[src/rtl/dcache_pkg.sv]
// Shared constants and types for the data-cache memory-side bus interface.
package dcache_pkg;

    localparam int WIDTH    = 64;
    localparam int BLOCKSZ  = 512;
    localparam int BEATS    = BLOCKSZ / WIDTH;
    localparam int OFFWIDTH = 6;

    typedef enum logic [2:0] {
        IDLE,
        REQ,
        RD_BEATS,
        WR_ACK,
        DONE
    } memif_state_t;

    typedef logic [BLOCKSZ-1:0] line_t;

endpackage

[src/rtl/line_assembler.sv]
// Collects response beats into a cache line, starting at word w0 and wrapping.
module line_assembler
    import dcache_pkg::*;
#(
    parameter int BEAT_W = WIDTH,
    parameter int NBEATS = BEATS,
    parameter int CNT_W  = $clog2(NBEATS)
) (
    input  logic                     clk,
    input  logic                     rst,
    input  logic                     start,
    input  logic [CNT_W-1:0]         w0,
    input  logic                     beat_valid,
    input  logic [BEAT_W-1:0]        beat_data,
    output logic [BEAT_W*NBEATS-1:0] line,
    output logic                     last_beat
);

    logic [CNT_W-1:0]         cnt_q, cnt_d;
    logic [CNT_W-1:0]         w0_q, w0_d;
    logic [CNT_W-1:0]         idx;
    logic [BEAT_W*NBEATS-1:0] line_q, line_d;

    // Word slot wraps modulo the line length.
    assign idx = w0_q + cnt_q;

    always_comb begin
        cnt_d  = cnt_q;
        w0_d   = w0_q;
        line_d = line_q;
        if (start) begin
            cnt_d = '0;
            w0_d  = w0;
        end else if (beat_valid) begin
            cnt_d = cnt_q + CNT_W'(1);
            line_d[idx*BEAT_W +: BEAT_W] = beat_data;
        end
    end

    always_ff @(posedge clk) begin
        if (rst) begin
            cnt_q  <= '0;
            w0_q   <= '0;
            line_q <= '0;
        end else begin
            cnt_q  <= cnt_d;
            w0_q   <= w0_d;
            line_q <= line_d;
        end
    end

    assign line      = line_q;
    assign last_beat = beat_valid && !start && (cnt_q == CNT_W'(NBEATS - 1));

endmodule

[src/rtl/dcache_mem_if.sv]
// Data-cache memory-side bus interface: line fills and write-through words.
// Optional critical-word-first fills under macro DCACHE_MEMIF_CWF_EN.
//
// state    | meaning
// IDLE     | waiting for cache_req; request captured on leaving
// REQ      | bus request presented until handshake
// RD_BEATS | accepting fill beats into the line assembler
// WR_ACK   | waiting for the single write acknowledge beat
// DONE     | one-cycle completion pulse to the cache
module dcache_mem_if
    import dcache_pkg::*;
#(
    parameter int BLOCKSZ     = dcache_pkg::BLOCKSZ,
    parameter int WIDTH       = dcache_pkg::WIDTH,
    parameter int ADDRESSSIZE = 64,
    parameter int BEATS       = BLOCKSZ / WIDTH
) (
    input  logic                   clk,
    input  logic                   rst,
    input  logic                   cache_req,
    input  logic                   cache_wr_en,
    input  logic [ADDRESSSIZE-1:0] cache_addr,
    input  logic [WIDTH-1:0]       cache_wdata,
    output logic [BLOCKSZ-1:0]     cache_block,
    output logic                   cache_valid,
    output logic                   bus_req_valid,
    input  logic                   bus_req_ready,
    output logic [ADDRESSSIZE-1:0] bus_req_addr,
    output logic                   bus_req_wr,
    output logic [WIDTH-1:0]       bus_req_data,
    input  logic                   bus_resp_valid,
    input  logic [WIDTH-1:0]       bus_resp_data,
    output logic                   bus_resp_ready
);

    localparam int CNT_W    = $clog2(BEATS);
    localparam int WORD_OFF = $clog2(WIDTH / 8);
    localparam int LINE_OFF = $clog2(BLOCKSZ / 8);

    memif_state_t state_q, state_d;

    logic [ADDRESSSIZE-1:0] req_addr_q, req_addr_d;
    logic                   req_wr_q, req_wr_d;
    logic [WIDTH-1:0]       req_data_q, req_data_d;
    logic                   req_valid_q, req_valid_d;
    logic                   cache_valid_q, cache_valid_d;

    logic                   capture;
    logic                   fill_beat;
    logic                   last_beat;
    logic [ADDRESSSIZE-1:0] fill_addr;
    logic [CNT_W-1:0]       start_w0;

`ifdef DCACHE_MEMIF_CWF_EN
    assign fill_addr = cache_addr & ~ADDRESSSIZE'((WIDTH / 8) - 1);
    assign start_w0  = cache_addr[LINE_OFF-1:WORD_OFF];
`else
    assign fill_addr = cache_addr & ~ADDRESSSIZE'((BLOCKSZ / 8) - 1);
    assign start_w0  = '0;
`endif

    assign capture        = (state_q == IDLE) && cache_req;
    assign bus_resp_ready = (state_q == RD_BEATS) || (state_q == WR_ACK);
    assign fill_beat      = bus_resp_valid && (state_q == RD_BEATS);

    always_comb begin
        state_d    = state_q;
        req_addr_d = req_addr_q;
        req_wr_d   = req_wr_q;
        req_data_d = req_data_q;
        case (state_q)
            IDLE: begin
                if (cache_req) begin
                    state_d    = REQ;
                    req_addr_d = cache_wr_en ? cache_addr : fill_addr;
                    req_wr_d   = cache_wr_en;
                    req_data_d = cache_wdata;
                end
            end
            REQ: begin
                if (bus_req_ready) begin
                    state_d = req_wr_q ? WR_ACK : RD_BEATS;
                end
            end
            RD_BEATS: begin
                if (last_beat) begin
                    state_d = DONE;
                end
            end
            WR_ACK: begin
                if (bus_resp_valid) begin
                    state_d = DONE;
                end
            end
            DONE: begin
                state_d = IDLE;
            end
            default: begin
                state_d = IDLE;
            end
        endcase
        // Registered outputs follow the state being entered.
        req_valid_d   = (state_d == REQ);
        cache_valid_d = (state_d == DONE);
    end

    always_ff @(posedge clk) begin
        if (rst) begin
            state_q       <= IDLE;
            req_addr_q    <= '0;
            req_wr_q      <= 1'b0;
            req_data_q    <= '0;
            req_valid_q   <= 1'b0;
            cache_valid_q <= 1'b0;
        end else begin
            state_q       <= state_d;
            req_addr_q    <= req_addr_d;
            req_wr_q      <= req_wr_d;
            req_data_q    <= req_data_d;
            req_valid_q   <= req_valid_d;
            cache_valid_q <= cache_valid_d;
        end
    end

    line_assembler #(
        .BEAT_W (WIDTH),
        .NBEATS (BEATS),
        .CNT_W  (CNT_W)
    ) u_line_assembler (
        .clk        (clk),
        .rst        (rst),
        .start      (capture),
        .w0         (start_w0),
        .beat_valid (fill_beat),
        .beat_data  (bus_resp_data),
        .line       (cache_block),
        .last_beat  (last_beat)
    );

    assign cache_valid   = cache_valid_q;
    assign bus_req_valid = req_valid_q;
    assign bus_req_addr  = req_addr_q;
    assign bus_req_wr    = req_wr_q;
    assign bus_req_data  = req_data_q;

endmodule

[config.mk]
export PLATFORM = sky130hd
export DESIGN_NAME = dcache_mem_if
export DESIGN_NICKNAME = d
export VERILOG_FILES = /design/src/rtl/dcache_pkg.sv /design/src/rtl/line_assembler.sv /design/src/rtl/dcache_mem_if.sv
export SDC_FILE = /design/constraint.sdc
export NUM_CORES = 1
export LEC_CHECK = 0
export BUFFER_PORTS_ARGS = -buffer_cell sky130_fd_sc_hd__clkbuf_2
export CAP_MARGIN = 10
export CELL_PAD_IN_SITES_DETAIL_PLACEMENT = 1
export CELL_PAD_IN_SITES_GLOBAL_PLACEMENT = 1
export CORE_AREA = 2 2 326 328
export CTS_BUF_LIST = sky130_fd_sc_hd__clkbuf_4 sky130_fd_sc_hd__clkbuf_8
export CTS_CLUSTER_DIAMETER = 200
export DETAILED_ROUTE_END_ITERATION = 8
export DIE_AREA = 0 0 328 330
export GPL_TIMING_DRIVEN = 0
export PLACE_DENSITY_LB_ADDON = 0.1
export RECOVER_POWER = 50
export SLEW_MARGIN = 10
export SYNTH_ARGS = -nofsm -noshare
export SYNTH_HDL_FRONTEND = slang
export SYNTH_SLANG_ARGS = --single-unit
[constraint.sdc]
create_clock -name clk -period 4.87 [get_ports clk]
set_input_delay 1.461 -clock clk [delete_from_list [all_inputs] [get_ports clk]]
set_output_delay 1.461 -clock clk [all_outputs]
set_load 0.05 [all_outputs]
==> results of run 1 <==
[metrics by stage]
stage	std cells	total power (uW)	setup WS, ns	instance area [um2]
3_3_place_gp	4812	6643	0.6213	31680
5_1_grt	5035	12890	0.5598	33890
4_1_cts	5033	12610	1.146	34360
3_5_place_dp	4812	6662	0.5958	31690
2_1_floorplan	2580	6220	2.247	25730
6_report	5038	12360	0.7465	33890
[cell families after synthesis]
logic type	after synthesis
muxes	514
and+or+nand+nor	1083
buffers and inverters	193
xor gates and xnor gates	1
adders and majority gates	6
DFF	649
AOI/OAI and AO/OA	134
[Yosys cell counts, types with 2 or more instances]
cell,number
dfxtp_1,649
nand2b_1,576
mux2i_1,514
nand2_1,445
a21oi_1,130
clkbuf_1,103
buf_6,43
buf_2,30
nor2b_1,26
buf_4,14
nand3_1,10
ha_1,6
nor2_1,5
inv_1,3
nand4b_1,3
nor3_1,3
nor4_1,3
and3b_1,2
nor4b_2,2
[flip-flops by register name, indices dropped and copies added, names as in the netlist]
register                flops
cache_valid                 1
bus_req_wr                  1
u_line_assembler.cnt_q      3
bus_req_valid               1
bus_req_addr               64
u_line_assembler.line     512
bus_req_data               64
state_q                     3
[layout make-up]
class                   count  area [um2]  share of cell area, %
flip-flops and latches    649       12990                  38.33
multi-input cells        1738       11600                  34.24
repair buffers            841        3746                  11.05
clock buffers             202        2505                  7.391
well taps                1391        1740                  5.135
plain buffers             190        1115                  3.289
clock inverters            19       165.2                 0.4873
diodes                      5       12.51                0.03692
inverters                   3       11.26                0.03323
[per-layer routing]
metal  global-route usage (%)  wire length [um]  share of wire, %  vias up
met3                    7.356              8507               6.9      177
met4                    7.240              3825               3.1        4
met2                    40.98             64000                52      701
met1                    23.66             47310                38    10900
met5                        0                25             0.020        -
li1                         -                 -                 -    10400
[power by group]
| part | total [uW] | internal, uW | switching [uW] | leakage (uW) |
|---|---|---|---|---|
| Sequential | 5460 | 5410 | 50.7 | 0.00525 |
| Combinational | 1060 | 282 | 774 | 0.00901 |
| Clock | 5850 | 3270 | 2570 | 0.00141 |
| Total | 12400 | 8960 | 3400 | 0.0157 |
[critical path, cell delays in order]
cell	delay (ns)
clkbuf_1	0.25
clkbuf_1	0.56
clkbuf_1	0.96
clkbuf_1	0.85
clkbuf_1	0.54
nor3_1	0.13
[worst paths after layout]
check                                                            start                                 endpoint  cells after the start
worst max-delay path                                               rst   u_line_assembler.cnt_q[1]$_SDFFE_PP0P_                      6
worst max register to register  u_line_assembler.cnt_q[0]$_SDFFE_PP0P_  u_line_assembler.line[318]$_SDFFE_PP0P_                      9
worst min-delay path                     bus_req_addr[14]$_SDFFE_PP0P_            bus_req_addr[14]$_SDFFE_PP0P_                      2
worst min register to register           bus_req_addr[14]$_SDFFE_PP0P_            bus_req_addr[14]$_SDFFE_PP0P_                      2
==> flow_summary.json, run 1 <==
{
  "vdd_ir_drop_max_mv": 0.1707,
  "initial_core_util_pct": 24.58,
  "synthXorXnorAreaFrac_pct": 0.03404,
  "fin_crit_sh_pct": 84.67,
  "clk_latency_ns": 0.82,
  "final_nets": 3758,
  "required_ns": 5.52,
  "synth_warnings": 0,
  "cts_hold_buf": 0,
  "synth_ff_type": "dfxtp_1",
  "status": "complete, but fails checks",
  "synth_fa_ha_area_share_pct": 0.2918,
  "vias": 22180,
  "ys_async_sr_fraction_pct": 0,
  "synthSimpleGateAreaFrac_pct": 22.09,
  "timing.hold.ws_ns": 0.4540,
  "grt_max_degree": 17,
  "avgSynthCellArea_um2": 9.973,
  "cp-end-kind": "flip-flop",
  "synth.distinct_cells": 32,
  "numCtsBuffers": 131,
  "drive_gt1_share_pct": 21.33,
  "postSynthCellCount": 2580,
  "synth_edf_count": 0,
  "syn2layout_area_growth_pct": 31.72,
  "die_h_um": 330,
  "tightest_slew_ns": 1.705,
  "ys_seq_area_share_pct": 50.49,
  "rows": 119,
  "cp_max_fo": 10,
  "drtPass1Iterations": 4,
  "grt_pass1_vias": 24480,
  "finalMaxSlewViolations": 32,
  "portBuffers": 841,
  "die_area_um2": 108200,
  "synthMuxAreaShare_pct": 20.00,
  "drc": 0,
  "clockBufferDepth": 3,
  "grt_overflow": 0,
  "clkSinkCount": 649,
  "clk_pin_slew_ns": 0.06,
  "hold_path.class": "flip-flop to flip-flop",
  "violations": "capacitance limit, slew limit",
  "synth_top_area_share_pct": 50.49,
  "synth_top_family_by_area": "simple AND/OR/NAND/NOR gates",
  "leakagePower_uw": 0.01566,
  "dpl.hpwl_mm": 96.63,
  "fill_cells": 12380,
  "power.density_nw_per_um2": 364.7,
  "cts_resized": 0,
  "antenna_found_initial": 10,
  "ant_nets": 0,
  "setup_viol": 0,
  "rsz0062_at_grt": "false",
  "htree_num_levels": 4,
  "drt-wirelength-per-cell_um": 24.55,
  "synth-seq-cells": 649,
  "critPathArrivalTime_ns": 4.78,
  "io_pins": 842,
  "syn-num-nets": 2784,
  "cts_tree": "yes",
  "viasPerCell": 4.402,
  "crit_type": "input port to flip-flop",
  "mostFrequentLayoutCell": "dfxtp_1",
  "syn_area_um2": 25730,
  "final_cell_mix": "dfxtp_1 (649), nand2b_1 (576), mux2i_1 (514)",
  "finalSetupTns_ns": 0,
  "routabilityCongestion": 0.8382,
  "r2r_slack_ns": 0.95,
  "post_cts.repair.setup_buffers": 0,
  "cap_violations": 3,
  "grt_pass1_wl_mm": 173.3,
  "cp-start-kind": "input port",
  "routed_wl_mm": 123.7,
  "cts-root-buf": "clkbuf_8",
  "final_util_pct": 32.38,
  "yosys-top-cells-area": "dfxtp_1 (50%), mux2i_1 (20%), nand2b_1 (14%)",
  "synth_compound_area_share_pct": 2.674,
  "gr-usage-all-layers_pct": 22.21,
  "layout_min_cycle_time_ns": 4.123,
  "clock.fmax_ghz": 0.2425,
  "yosys.area.top_type": "dfxtp_1",
  "relSlewSlack_pct": -13.69,
  "die_w_um": 328,
  "finalClockSkew_ns": 0.02697,
  "core-area_um2": 104700,
  "hold_violations": 0,
  "drt-initial-drc-count": 661
}
Power figures use the tool's default switching activity.
==> inputs of run 2 (changes only) <==
Settings changed: CORE_AREA 2 2 326 328 to 2 2 329 331, DIE_AREA 0 0 328 330 to 0 0 331 333.
Clock period 4.87 ns to 4.2 ns, I/O delays scaled along.
==> flow_summary.json, run 2 (synthesis results as in run 1) <==
{
  "relSlewSlack_pct": 3.887,
  "clk_pin_slew_ns": 0.06,
  "io_pins": 842,
  "syn2layout_area_growth_pct": 30.67,
  "clkSinkCount": 649,
  "post_cts.repair.setup_buffers": 0,
  "clk_latency_ns": 0.78,
  "cts-root-buf": "clkbuf_8",
  "rr_worst_depth": 9,
  "vdd_ir_drop_max_mv": 0.2132,
  "grt_pass1_vias": 23100,
  "cp-start-kind": "input port",
  "drc": 0,
  "layout_min_cycle_time_ns": 3.735,
  "finalMaxSlewViolations": 0,
  "drive_gt1_share_pct": 16.43,
  "leakagePower_uw": 0.01503,
  "grt_overflow": 0,
  "viasPerCell": 4.273,
  "status": "complete, no violations",
  "reg2reg_from": "u_line_assembler.cnt_q[0]$_SDFFE_PP0P_",
  "hold_path.class": "flip-flop to flip-flop",
  "crit_path_end": "u_line_assembler.cnt_q[1]$_SDFFE_PP0P_",
  "drtPass1Iterations": 6,
  "finalSetupTns_ns": 0,
  "r2r_slack_ns": 0.57,
  "gr-usage-all-layers_pct": 21.30,
  "clock.fmax_ghz": 0.2677,
  "grt_max_degree": 17,
  "vias": 21600,
  "timing.rr.end": "u_line_assembler.line[28]$_SDFFE_PP0P_",
  "rows": 120,
  "multi_input_area_um2": 11610,
  "required_ns": 4.81,
  "fin_cells": 5056,
  "rsz0062_at_grt": "false",
  "cts_resized": 0,
  "cap_violations": 0,
  "cts_tree": "yes",
  "hold_violations": 0,
  "setup_viol": 0,
  "clockBufferDepth": 3,
  "largest_reg_flops": 512,
  "cts_hold_buf": 0,
  "portBuffers": 841,
  "final_cell_mix": "clkbuf_1 (661), dfxtp_1 (649), nand2b_1 (576)",
  "die_w_um": 331,
  "cp_max_fo": 10,
  "crit_type": "input port to flip-flop",
  "numCtsBuffers": 121,
  "initial_core_util_pct": 24.14,
  "tightest_slew_ns": 1.442,
  "cp-end-kind": "flip-flop",
  "die_area_um2": 110200,
  "die_h_um": 333,
  "dpl.hpwl_mm": 93.89,
  "fin_crit_sh_pct": 88.93,
  "p_total_uw": 14210,
  "final_util_pct": 31.54,
  "mostFrequentLayoutCell": "clkbuf_1",
  "critPathArrivalTime_ns": 4.35,
  "drt-wirelength-per-cell_um": 23.89,
  "htree_num_levels": 3,
  "routed_wl_mm": 120.8,
  "finalClockSkew_ns": 0.02926,
  "placedCellCount": 4824,
  "crit_start": "rst",
  "ant_nets": 0,
  "routabilityCongestion": 0.7958,
  "fill_cells": 12790,
  "grt_pass1_wl_mm": 169.3,
  "final_nets": 3748,
  "antenna_found_initial": 9,
  "drt-initial-drc-count": 602,
  "core-area_um2": 106600,
  "power.density_nw_per_um2": 422.5,
  "seqCellArea_um2": 12990
}
## run 2: cell types whose count changed in the layout (fill, tap and decap cells not counted), moves of 6 or more
cell,previous run,this run
clkbuf_1,478,661
clkbuf_2,473,294
clkbuf_4,44,57
buf_6,43,37
## run 2: worst min path at each step
stage / from / to / slack, ns / cells after the start
6_report: bus_req_addr[34]$_SDFFE_PP0P_ / bus_req_addr[34]$_SDFFE_PP0P_ / 0.46 / 2
5_1_grt: bus_req_addr[27]$_SDFFE_PP0P_ / bus_req_addr[27]$_SDFFE_PP0P_ / 0.47 / 2
4_1_cts: bus_req_addr[33]$_SDFFE_PP0P_ / bus_req_addr[33]$_SDFFE_PP0P_ / 0.46 / 2
3_5_place_dp: bus_req_addr[2]$_SDFFE_PP0P_ / bus_req_addr[2]$_SDFFE_PP0P_ / 0.45 / 2
3_3_place_gp: bus_req_data[49]$_SDFFE_PP0P_ / bus_req_data[49]$_SDFFE_PP0P_ / 0.44 / 2
2_1_floorplan: state_q[2]$_SDFF_PP0_ / cache_valid$_SDFF_PP0_ / 0.54 / 2
## run 2: critical path, stage by stage
cell      delay [ns]
clkbuf_2        0.15
clkbuf_1        0.61
clkbuf_1        0.94
clkbuf_1        0.73
clkbuf_1        0.51
nor3_1          0.12
## run 2: where the power goes
| part | switching [uW] | internal [uW] |
|---|---|---|
| sequential | 55.1 | 6270 |
| clock | 2890 | 3780 |
| combinational | 898 | 318 |
## run 2: area by class of cell
class	count	area share, %
timing repair buffer	841	10.46
tap	1403	5.221
clock inverter	14	0.2717
antenna	7	0.05210
clock buffer	211	7.577
sequential	649	38.64
buffer	190	3.215
inverter	3	0.03349
multi-input combinational	1738	34.53
## run 2: metrics by stage
step | worst slack (ns) | hold WS, ns | instance area (um2)
final | 0.4648 | 0.4559 | 33620
after global routing | 0.2350 | 0.4699 | 33610
after CTS | 0.5296 | 0.4580 | 34350
after detailed placement | 0.2458 | 0.4490 | 31710
after global placement | 0.1370 | 0.4414 | 31700
after floorplan | 1.778 | 0.5410 | 25730
## run 2: layer usage
layer	vias up	GRT usage, %	wire length [um]
li1	10410	-	-
met1	10450	23.60	47420
met2	626	38.96	61860
met3	116	6.930	9367
met4	2	4.936	2123
met5	-	0	13
